--- config.mk ---
export PLATFORM = sky130hd
export DESIGN_NAME = spi_reg_burst
export DESIGN_NICKNAME = d
export VERILOG_FILES = /design/src/rtl/spi_reg_burst.sv
export SDC_FILE = /design/constraint.sdc
export NUM_CORES = 1
export LEC_CHECK = 0
export CAP_MARGIN = 20
export CORE_MARGIN = 10
export CORE_UTILIZATION = 53
export CTS_CLUSTER_SIZE = 8
export DETAILED_ROUTE_END_ITERATION = 8
export HOLD_SLACK_MARGIN = 0.03
export PLACE_DENSITY = 0.89
export SLEW_MARGIN = 20
export SYNTH_ARGS = -nofsm -noshare
export SYNTH_HDL_FRONTEND = slang
export SYNTH_SLANG_ARGS = --single-unit
--- constraint.sdc ---
create_clock -name clk -period 2.3 [get_ports clk]
set_clock_uncertainty 0.1 [all_clocks]
set_input_delay 0.46 -clock clk [delete_from_list [all_inputs] [get_ports clk]]
set_output_delay 0.46 -clock clk [all_outputs]
set_load 0.01 [all_outputs]
--- src/rtl/spi_reg_burst.sv ---
// spi_reg_burst: SPI register-access slave (modes 0-3), command byte + REG_W-bit words, MSB first.
// Latency: 3 clk pin-to-pulse; reg_we / reg_re 1 clk after the final bit's internal sample pulse.
// Backpressure: none; SPI clock must be <= clk/8. Macro SPI_REG_BURST_EN enables burst auto-increment.
module spi_reg_burst #(
    parameter int ADDR_W = 7,
    parameter int REG_W  = 8
) (
    input  logic              clk,
    input  logic              rstb,
    input  logic              ena,
    input  logic [1:0]        mode,
    input  logic              spi_cs_n,
    input  logic              spi_clk,
    input  logic              spi_mosi,
    output logic              spi_miso,
    output logic              spi_miso_oe,
    output logic [ADDR_W-1:0] reg_addr,
    output logic [REG_W-1:0]  reg_wdata,
    output logic              reg_we,
    output logic              reg_re,
    input  logic [REG_W-1:0]  reg_rdata,
    input  logic [7:0]        status,
    output logic              frame_err
);
    localparam logic [2:0] IDLE = 3'd0;
    localparam logic [2:0] CMD  = 3'd1;
    localparam logic [2:0] WR   = 3'd2;
    localparam logic [2:0] RD   = 3'd3;
    localparam logic [2:0] DONE = 3'd4;

    localparam int CNT_W = $clog2(REG_W) + 1;
    localparam logic [CNT_W-1:0] CMD_LAST  = CNT_W'(7);
    localparam logic [CNT_W-1:0] WORD_LAST = CNT_W'(REG_W - 1);

    logic [2:0]       cs_sync;
    logic [2:0]       sck_sync;
    logic [1:0]       mosi_sync;
    logic [2:0]       state;
    logic [1:0]       mode_q;
    logic [CNT_W-1:0] bit_cnt;
    logic [REG_W-2:0] rx_shift;
    logic [REG_W-1:0] rx_next;
    logic [REG_W-1:0] tx_shift;
    logic [REG_W-1:0] hold;
    logic             started;
    logic             load_pend;
    logic             cap_pend;
    logic             sof, eof, clk_pos, clk_neg;
    logic             sample_edge, change_edge;

    // Two-flop synchronisers plus one delay stage for edge detection. cs resets low so a
    // frame already in progress when reset releases is never mistaken for a fresh start.
    always_ff @(posedge clk) begin
        if (!rstb) begin
            cs_sync   <= '0;
            sck_sync  <= '0;
            mosi_sync <= '0;
        end else if (ena) begin
            cs_sync   <= {cs_sync[1:0], spi_cs_n};
            sck_sync  <= {sck_sync[1:0], spi_clk};
            mosi_sync <= {mosi_sync[0], spi_mosi};
        end
    end

    assign sof     =  cs_sync[2]  & ~cs_sync[1];
    assign eof     = ~cs_sync[2]  &  cs_sync[1];
    assign clk_pos = ~sck_sync[2] &  sck_sync[1];
    assign clk_neg =  sck_sync[2] & ~sck_sync[1];

    // Modes 0 and 3 sample on the rising edge, modes 1 and 2 on the falling edge.
    assign sample_edge = (mode_q[1] ^ mode_q[0]) ? clk_neg : clk_pos;
    assign change_edge = (mode_q[1] ^ mode_q[0]) ? clk_pos : clk_neg;
    assign rx_next     = {rx_shift, mosi_sync[1]};

    assign spi_miso    = (state == CMD || state == WR || state == RD) ? tx_shift[REG_W-1] : 1'b0;
    assign spi_miso_oe = (state != IDLE);

    // Frame FSM: command decode, word shifting, strobes and read-data prefetch.
    always_ff @(posedge clk) begin
        if (!rstb) begin
            state     <= IDLE;
            mode_q    <= '0;
            bit_cnt   <= '0;
            rx_shift  <= '0;
            tx_shift  <= '0;
            hold      <= '0;
            started   <= 1'b0;
            load_pend <= 1'b0;
            cap_pend  <= 1'b0;
            reg_addr  <= '0;
            reg_wdata <= '0;
            reg_we    <= 1'b0;
            reg_re    <= 1'b0;
            frame_err <= 1'b0;
        end else if (ena) begin
            reg_we    <= 1'b0;
            reg_re    <= 1'b0;
            frame_err <= 1'b0;
            // Read data is valid the cycle after reg_re; grab it then.
            cap_pend  <= reg_re;
            if (cap_pend) hold <= reg_rdata;
`ifdef SPI_REG_BURST_EN
            // Advance only after the strobe so reg_addr is stable while reg_we is high.
            if (reg_we) reg_addr <= reg_addr + ADDR_W'(1);
`endif
            if (state == IDLE) mode_q <= mode;

            if (eof) begin
                // eof wins over a coincident last-bit sample: the partial word is dropped.
                if (state == CMD || bit_cnt != '0) frame_err <= 1'b1;
                state     <= IDLE;
                bit_cnt   <= '0;
                started   <= 1'b0;
                load_pend <= 1'b0;
            end else begin
                case (state)
                    IDLE: begin
                        if (sof) begin
                            tx_shift  <= REG_W'(status) << (REG_W - 8);
                            bit_cnt   <= '0;
                            started   <= 1'b0;
                            load_pend <= 1'b0;
                            state     <= CMD;
                        end
                    end
                    CMD, WR, RD: begin
                        if (sample_edge) begin
                            started  <= 1'b1;
                            rx_shift <= rx_next[REG_W-2:0];
                            bit_cnt  <= bit_cnt + CNT_W'(1);
                            if (state == CMD && bit_cnt == CMD_LAST) begin
                                bit_cnt  <= '0;
                                reg_addr <= rx_next[ADDR_W-1:0];
                                if (rx_next[7]) begin
                                    state <= WR;
                                end else begin
                                    state     <= RD;
                                    reg_re    <= 1'b1;
                                    load_pend <= 1'b1;
                                end
                            end else if (state == WR && bit_cnt == WORD_LAST) begin
                                bit_cnt   <= '0;
                                reg_wdata <= rx_next;
                                reg_we    <= 1'b1;
`ifndef SPI_REG_BURST_EN
                                state     <= DONE;
`endif
                            end else if (state == RD && bit_cnt == WORD_LAST) begin
                                bit_cnt <= '0;
`ifdef SPI_REG_BURST_EN
                                reg_addr  <= reg_addr + ADDR_W'(1);
                                reg_re    <= 1'b1;
                                load_pend <= 1'b1;
`else
                                state     <= DONE;
`endif
                            end
                        end else if (change_edge && started) begin
                            // Change edges before the first sample (CPHA=1 lead-in) are ignored.
                            if (load_pend) begin
                                tx_shift  <= hold;
                                load_pend <= 1'b0;
                            end else begin
                                tx_shift <= {tx_shift[REG_W-2:0], 1'b0};
                            end
                        end
                    end
                    default: ;
                endcase
            end
        end
    end
endmodule

Word-level counts from Yosys, hierarchy flattened:

Index checks and enable logic that the tools add are counted.

* add/sub/neg operators: 1
* equal/unequal tests: 13
* mux-type cells: 45
* bitwise operators: 11
* reduce and logical (&&, ||, !) cells: 22

Operators by type and width (count)
* 8-bit 2-to-1 mux: 4
* 1-bit 2-to-1 mux: 24
* 4-bit 2-to-1 mux: 6
* 3-bit 2-to-1 mux: 6
* 6-bit AND reduction: 3
* 8-bit one-hot mux with 2 select lines: 1
* 4-bit != test (second input constant): 3
* 5-bit AND reduction: 2
* 4-bit one-hot mux with 2 select lines: 1
* 4-bit AND reduction: 2
* 3-bit by 2-bit == test with 1-bit output (second input constant): 2
* 2-bit != test (second input constant): 3
* 3-bit != test (second input constant): 2
* 1-bit inverter: 6
* 3-bit one-hot mux with 2 select lines: 1
* 3-bit nonzero test: 2
* 5-bit != test (second input constant): 1
* 4-bit by 1-bit adder with 4-bit output (second input constant): 1
* 1-bit AND: 4
* 4-bit by 3-bit == test with 1-bit output (second input constant): 1
* 1-bit logical AND: 4
* 1-bit one-hot mux with 2 select lines: 2
* 2-bit AND reduction: 2
* 4-bit nonzero test: 1
* 6 further kinds: 8

* register bits: 61
* bits of input ports: 24
* output and inout port bits: 20
* logic and storage cells: 109

Longest topological paths before layout:

Gate-level depths: netlist of the first run.

* word-level depth: 8
* mapped depth: 7
* gate-level depth less buffers: 6

Worst setup path before layout of the first run:

OpenSTA, ideal clock, no wires.

* kind: register to register
* from: reg cs_sync[1]
* to: reg bit_cnt[3]
* library setup time: 0.122 ns
* arrival time: 1.770 ns
* data required time: 2.078 ns
* path slack: 0.309 ns
* cell stages (with the launch flop): 8
* path buffers: 1
* period minus slack after synthesis: 1.991 ns
* cells stage by stage: dfxtp_1 -> inv_1 -> ha_1 -> or4b_1 -> and3_1 -> buf_6 -> o2111a_1 -> o311a_1

* word-level cells in the longest chain between the ends: 4
* elaborated cells on any way between the ends: 8
* those cells by class: eq/ne: 2; mux: 1; bitwise: 3; reduce/logical: 2

RTL lines
* start, declared: line 35 `logic [2:0] cs_sync;`
* start signal, assigned: line 59 `cs_sync <= {cs_sync[1:0], spi_cs_n};`
* 1-bit inverter: line 65 `assign sof = cs_sync[2] & ~cs_sync[1];`
* 1-bit AND: line 65
* 3-bit != test (no line)
* 4-bit AND reduction (no line)
* end signal, assigned: line 130 `bit_cnt <= bit_cnt + CNT_W'(1);`
* end, declared: line 40 `logic [CNT_W-1:0] bit_cnt;`

Several ways; a longest one is shown, not always the timed one.
A chain may end at the register's enable or synchronous reset.

Final worst setup path of the first run:

* from: reg state[0]
* to: out spi_miso

* word-level cells in the longest chain between the ends: 4
* elaborated cells on any way between the ends: 6
* those cells by class: eq/ne: 3; mux: 1; reduce/logical: 2

RTL lines
* start, declared: line 38 `logic [2:0] state;`
* start signal, assigned: line 81 `state <= IDLE;`
* start signal, assigned: line 111 `state <= IDLE;`
* start signal, assigned: line 123 `state <= CMD;`
* 3-bit by 1-bit == test with 1-bit output or 3-bit by 2-bit == test with 1-bit output (tied branches): line 75 `assign spi_miso = (state == CMD || state == WR || state == RD) ? tx_shift[REG_W-1] : 1'b0;`
* 1-bit logical OR: line 75
* 1-bit logical OR (*): line 75
* 1-bit 2-to-1 mux (*): line 75
* end, declared: line 15 `output logic spi_miso,`

Every way passes the cells marked *; elsewhere a longest branch is shown, timed or not.

==> metrics.cfg, run 1 <==
[job]
max-cap-violations = 0

[cts]
clk_latency_ps = 340
ctsHoldBuffers = 0
htreeDepth = 3
clock_sinks = 61
cts_buffers = 9
cts_tree = built
clock_path_buffers = 2
cts_root_buf = clkbuf_8
clkTransAtPathRegs_ps = 70

[die]
die_w_um = 93.46
ios = 44
fp.dieH_um = 93.46
start_util = 0.5530
rows = 26
dieArea_sq_um = 8735
core_area_sq_um = 5172

[yosys]
ys_seq_area_frac = 0.4269
syn_avg_cell_area_sq_um = 8.667
async_flop_share = 0
synth-xor-area-share = 0.005687
ys_ff_latch = 61
synth-simple-area-share = 0.2021
yosysWarnings = 0
yosys_most_used_dff = dfxtp_1
synth_cell_types = 50
synth_nets = 358
syn_inst = 330
synth_top_family_by_area = simple AND/OR/NAND/NOR gates
muxShareOfSynthArea = 0.1032
synth_edf_count = 0
synthesis.area_sq_um = 2860
synth_compound_area_frac = 0.1947
synthAdderAreaFrac = 0.01750

[power]
vdd_ir_drop_max_v = 0.0004427
finalPower_w = 0.002310
p_per_area_nw_per_um2 = 638.1
p_leak_nw = 1.298

[sta]
tightest_slew_ps = 456.1
hold_viol_final = 0
timing.final.ws_setup_ps = 77.54
rsz0062_at_grt = no
max_freq_mhz = 450.0
fin_setup_tns_ps = 0
worst_slew_margin_rel = 0.6881
layout_min_cycle_time_ps = 2222
setup_viol = 0
drv_slew = 0
post-route-period-util = 0.9663

[placed_design]
dp_cells = 436
place_hpwl_um = 5107
gp_congestion = 0.9513
pre_cts_ws_ps = 29.21
portBuffers = 43

[cells_and_area]
layout_common_cells = dfxtp_1 (58), clkdlybuf4s50_1 (43), nand3_1 (37)
fin_nets = 405
stdcell_count = 451
n_antenna_cell = 0
area_growth_pct = 26.55
final_common_cell = dfxtp_1
drive_above_1_share = 0.1102

[global_route]
antenna_found_initial = 0
grt_max_degree = 28
grt_first_pass_wirelength_um = 12660
grt-ovfl-total = 0
grt_usage = 0.1793
grt_pass1_vias = 2651

[setup_path]
critPathBufInv = 1
worstPathMaxFanout = 11
worstSetupStartpointType = flip-flop
required_ps = 1740
path_cells = o21ba_2, and2_1, clkdlybuf4s50_1
end_kind = output pin
cp_slowest_cell = clkdlybuf4s50_1
max_stage_delay_ps = 530
critPathKind = flip-flop to output pin
cp.arrival_ps = 1660
cp_top_family = buffers and inverters

[routing]
ant_nets = 0
drt_iter0_drc = 292
drc = 0
post_drt_via_cell_ratio = 5.967
drt_wl_total_um = 7496
firstDrtPassIters = 5
wl_per_cell_um = 16.62
routed-via-count = 2691

[outcome]
outcome = complete, no violations

[worst_hold_path]
worstHoldPathType = flip-flop to flip-flop

worst paths after layout:
check | startpoint | to | slack (ps) | cells after the start
hold reg to reg | hold[0] | hold[0] | 360 | 2
hold / removal | hold[0] | hold[0] | 360 | 2
setup reg to reg | cs_sync[1] | bit_cnt[3] | 220 | 6
setup / recovery | state[0] | spi_miso | 80 | 3
worst register-to-register path, cell delays in order (launching register included):
cell	delay, ps
dfxtp_1	370
inv_1	60
ha_1	260
or4b_1	450
and3_1	270
o2111a_1	170
o311a_1	280
synthesized netlist by cell type, drive strengths merged (2+ instances only):
cell type | instances | area [sq um]
buf | 12 | 66.31
and3 | 2 | 12.51
nor2 | 16 | 60.06
clkbuf | 11 | 42.54
ha | 4 | 50.05
nor4 | 2 | 25.02
nand3 | 37 | 185.2
a21oi | 35 | 175.2
o21ai | 26 | 130.1
o2111a | 2 | 22.52
dfxtp | 61 | 1221
nand2 | 36 | 135.1
o211ai | 7 | 52.55
mux2i | 28 | 284.0
nand3b | 3 | 22.52
nor3 | 4 | 20.02
nor2b | 3 | 18.77
o32ai | 2 | 17.52
inv | 9 | 33.78
nand2b | 5 | 31.28
sequential cells by signal (all words and copies together) (netlist names):
| name | flops |
|---|---|
| cs_sync | 3 |
| reg_re | 1 |
| mode_q | 2 |
| bit_cnt | 4 |
| reg_we | 1 |
| reg_wdata | 8 |
| reg_addr | 7 |
| started | 1 |
| frame_err | 1 |
| cap_pend | 1 |
| load_pend | 1 |
| state | 3 |
| tx_shift | 8 |
| rx_shift | 7 |
| mosi_sync | 2 |
| sck_sync | 3 |
| hold | 8 |
per-stage QoR:
step                hold WS (ps)  instance area (sq um)    util
floorplan                  333.9                   2860       -
global placement           341.6                   3402  0.6577
detailed placement         355.9                   3402  0.6577
CTS                        364.5                   3618  0.6996
global route               383.8                   3620  0.6998
finish                     363.2                   3620  0.6998
final cells by class:
class / count / area (sq um)
Clock buffer: 11 / 141.4
Clock inverter: 4 / 72.57
Fill cell: 368 / 1553
Inverter: 9 / 33.78
Multi-Input combinational cell: 237 / 1496
Sequential cell: 61 / 1225
Tap cell: 70 / 87.58
Timing Repair Buffer: 59 / 563.0
layer usage:
metal  track usage  vias up  share of wire
met5             0        -              0
met4       0.07841        0          0.019
met3       0.06235       17          0.077
met2        0.2848      155           0.47
met1        0.2137     1229           0.43
li1              -     1290              -
report_power, final:
| part | switching (W) | leakage [nW] | internal, W |
|---|---|---|---|
| registers | 0.0000108 | 0.494 | 0.00107 |
| clock network | 0.000410 | 0.105 | 0.000632 |
| logic | 0.000102 | 0.698 | 0.0000882 |
cell families after synthesis:
kind of cell	Yosys count
adder cells (fa/ha/maj)	4
AND/OR/NAND/NOR	116
AO/OA/AOI/OAI	87
flip-flops	61
multiplexers	29
buffers and inverters	32
XOR/XNOR	1
repair_timing:
action / CTS / global route
resized for setup: 2 / 1
setup buffers: 0 / 0
setup endpoints to repair: 1 / 1
(Power assumes the default switching activity.)
==> inputs of run 2 (changes only) <==
GPL_TIMING_DRIVEN = 1   (was not set)
==> results of run 2 <==
Final layout, timing and power as in run 1 (identical DEF).
==> inputs of run 3 (changes only) <==
--- a/constraint.sdc
+++ b/constraint.sdc
@@ -4,2 +4,2 @@
 set_output_delay 0.46 -clock clk [all_outputs]
-set_load 0.01 [all_outputs]
+set_load 0.1 [all_outputs]
==> metrics.cfg, run 3 (same netlist as run 1, synthesis figures left out) <==
[outcome]
outcome = complete, no violations

[sta]
worst_slew_margin_rel = 0.6489  ; -0.03918
fin_setup_tns_ps = 0  ; unchanged
layout_min_cycle_time_ps = 2096  ; -126.1 ps
drv_slew = 0  ; unchanged
rsz0062_at_grt = no
hold_viol_final = 0  ; unchanged
hold_slack_ps = 356.7  ; -6.472 ps
timing.final.ws_setup_ps = 203.6  ; +126.1 ps
setup_viol = 0  ; unchanged
tightest_slew_ps = 513.4  ; +57.29 ps
max_freq_mhz = 477.0  ; +6.0%
post-route-period-util = 0.9115  ; -0.05481

[placed_design]
gp_congestion = 0.8795  ; -7.5%
place_hpwl_um = 5123  ; +0.32%
place_area_sq_um = 3371  ; -0.92%
pre_cts_ws_ps = 10.38  ; -18.83 ps
portBuffers = 43  ; unchanged

[die]
dieArea_sq_um = 8735  ; unchanged
core_area_sq_um = 5172  ; unchanged
start_util = 0.5530  ; unchanged
die_w_um = 93.46  ; unchanged
ios = 44  ; unchanged
fp.dieH_um = 93.46  ; unchanged
rows = 26  ; unchanged

[power]
p_per_area_nw_per_um2 = 608.5  ; -4.6%
vdd_ir_drop_max_v = 0.0003945  ; -11%
p_leak_nw = 1.328  ; +2.3%

[cts]
cts_root_buf = clkbuf_8
clkTransAtPathRegs_ps = 60  ; about the same
post-cts-setup-buffer-count = 0  ; unchanged
clock_path_buffers = 2  ; unchanged
post_cts_resized = 0  ; -2
clock_sinks = 61  ; unchanged
clk_latency_ps = 340  ; about the same
ctsHoldBuffers = 0  ; unchanged
htreeDepth = 3  ; unchanged
cts_tree = built
cts_buffers = 9  ; unchanged

[cells_and_area]
final_common_cell = dfxtp_1
area_growth_pct = 24.37
drive_above_1_share = 0.1601  ; +0.04987
stdcell_area_sq_um = 3557  ; -1.7%
n_antenna_cell = 0  ; unchanged
largestRegisters = hold: 8 flops, reg_wdata: 8 flops, tx_shift: 8 flops
layout_common_cells = dfxtp_1 (61), nand3_1 (37), nand2_1 (36)
fin_nets = 404  ; -0.25%
final_util = 0.6877  ; -0.01209

[setup_path]
end_kind = output pin
rrSetupSlack_ps = 220  ; about the same
cp_slowest_cell = dfxtp_1
cp.arrival_ps = 1540  ; -120 ps
critPathKind = flip-flop to output pin
required_ps = 1740  ; about the same
path_cells = o21ba_2, and2_2, buf_12
worstPathMaxFanout = 11  ; unchanged
worstSetupStartpointType = flip-flop
cp_top_family = flip-flops
critPathBufInv = 1  ; unchanged
max_stage_delay_ps = 540  ; about the same

[global_route]
grt_pass1_vias = 2571  ; -3.0%
grt_first_pass_wirelength_um = 12420  ; -1.9%
grt_max_degree = 35  ; +25%
grt-ovfl-total = 0  ; unchanged
antenna_found_initial = 0  ; unchanged
grt_usage = 0.1746  ; -0.004618

[routing]
drt_wl_total_um = 7265  ; -3.1%
drt_iter0_drc = 128  ; -56%
drc = 0  ; unchanged
wl_per_cell_um = 16.11  ; -3.1%
ant_nets = 0  ; unchanged
post_drt_via_cell_ratio = 5.778  ; -3.2%
firstDrtPassIters = 4  ; -1
routed-via-count = 2606  ; -3.2%

[worst_hold_path]
worstHoldPathType = flip-flop to flip-flop

[job]
max-cap-violations = 0  ; unchanged

-- run 3: cell count changes in the layout (fill, tap and decap cells not counted), sizes merged --
cell / previous run / this run
bufinv: 2 / 0
clkinv: 1 / 4
buf: 16 / 35
clkdlybuf4s50: 43 / 23
-- run 3: path summary, 6_finish.rpt --
path	startpoint	endpoint	cells past startpoint
worst max register to register	bit_cnt[1]	reg_wdata[0]	5
worst min-delay path	tx_shift[4]	tx_shift[4]	2
worst min register to register	tx_shift[4]	tx_shift[4]	2
worst max-delay path	state[0]	spi_miso	3
-- run 3: per-layer routing --
layer / vias up / track usage / part of all wire
li1: 1279 / - / -
met1: 1227 / 0.2151 / 0.44
met2: 86 / 0.2720 / 0.47
met3: 14 / 0.04716 / 0.072
met4: 0 / 0.09126 / 0.022
met5: - / 0 / 0
-- run 3: final cells by class --
class / instances / area [sq um]
timing repair buffer: 58 / 530.5
fill: 384 / 1615
clock buffer: 11 / 151.4
inverter: 9 / 33.78
sequential: 61 / 1221
clock inverter: 5 / 35.03
tap: 70 / 87.58
multi-input combinational: 237 / 1498
-- run 3: per-stage QoR --
stage	instances	total power, W
floorplan	330	0.001221
global placement	435	0.001300
detailed placement	435	0.001303
CTS	451	0.002178
global route	451	0.002239
finish	451	0.002165
-- run 3: worst reg2reg max path, stage by stage (launching register included) --
cell	delay, ps
dfxtp_1	350
ha_1	220
nand4bb_1	300
or4_1	670
o21ai_0	230
a21oi_1	90
-- run 3: where the power goes --
group,total (W),switching [W],internal (W)
registers,0.00108,0.0000111,0.00107
clock network,0.000883,0.000435,0.000449
logic,0.000204,0.000112,0.0000915
total,0.00216,0.000558,0.00161
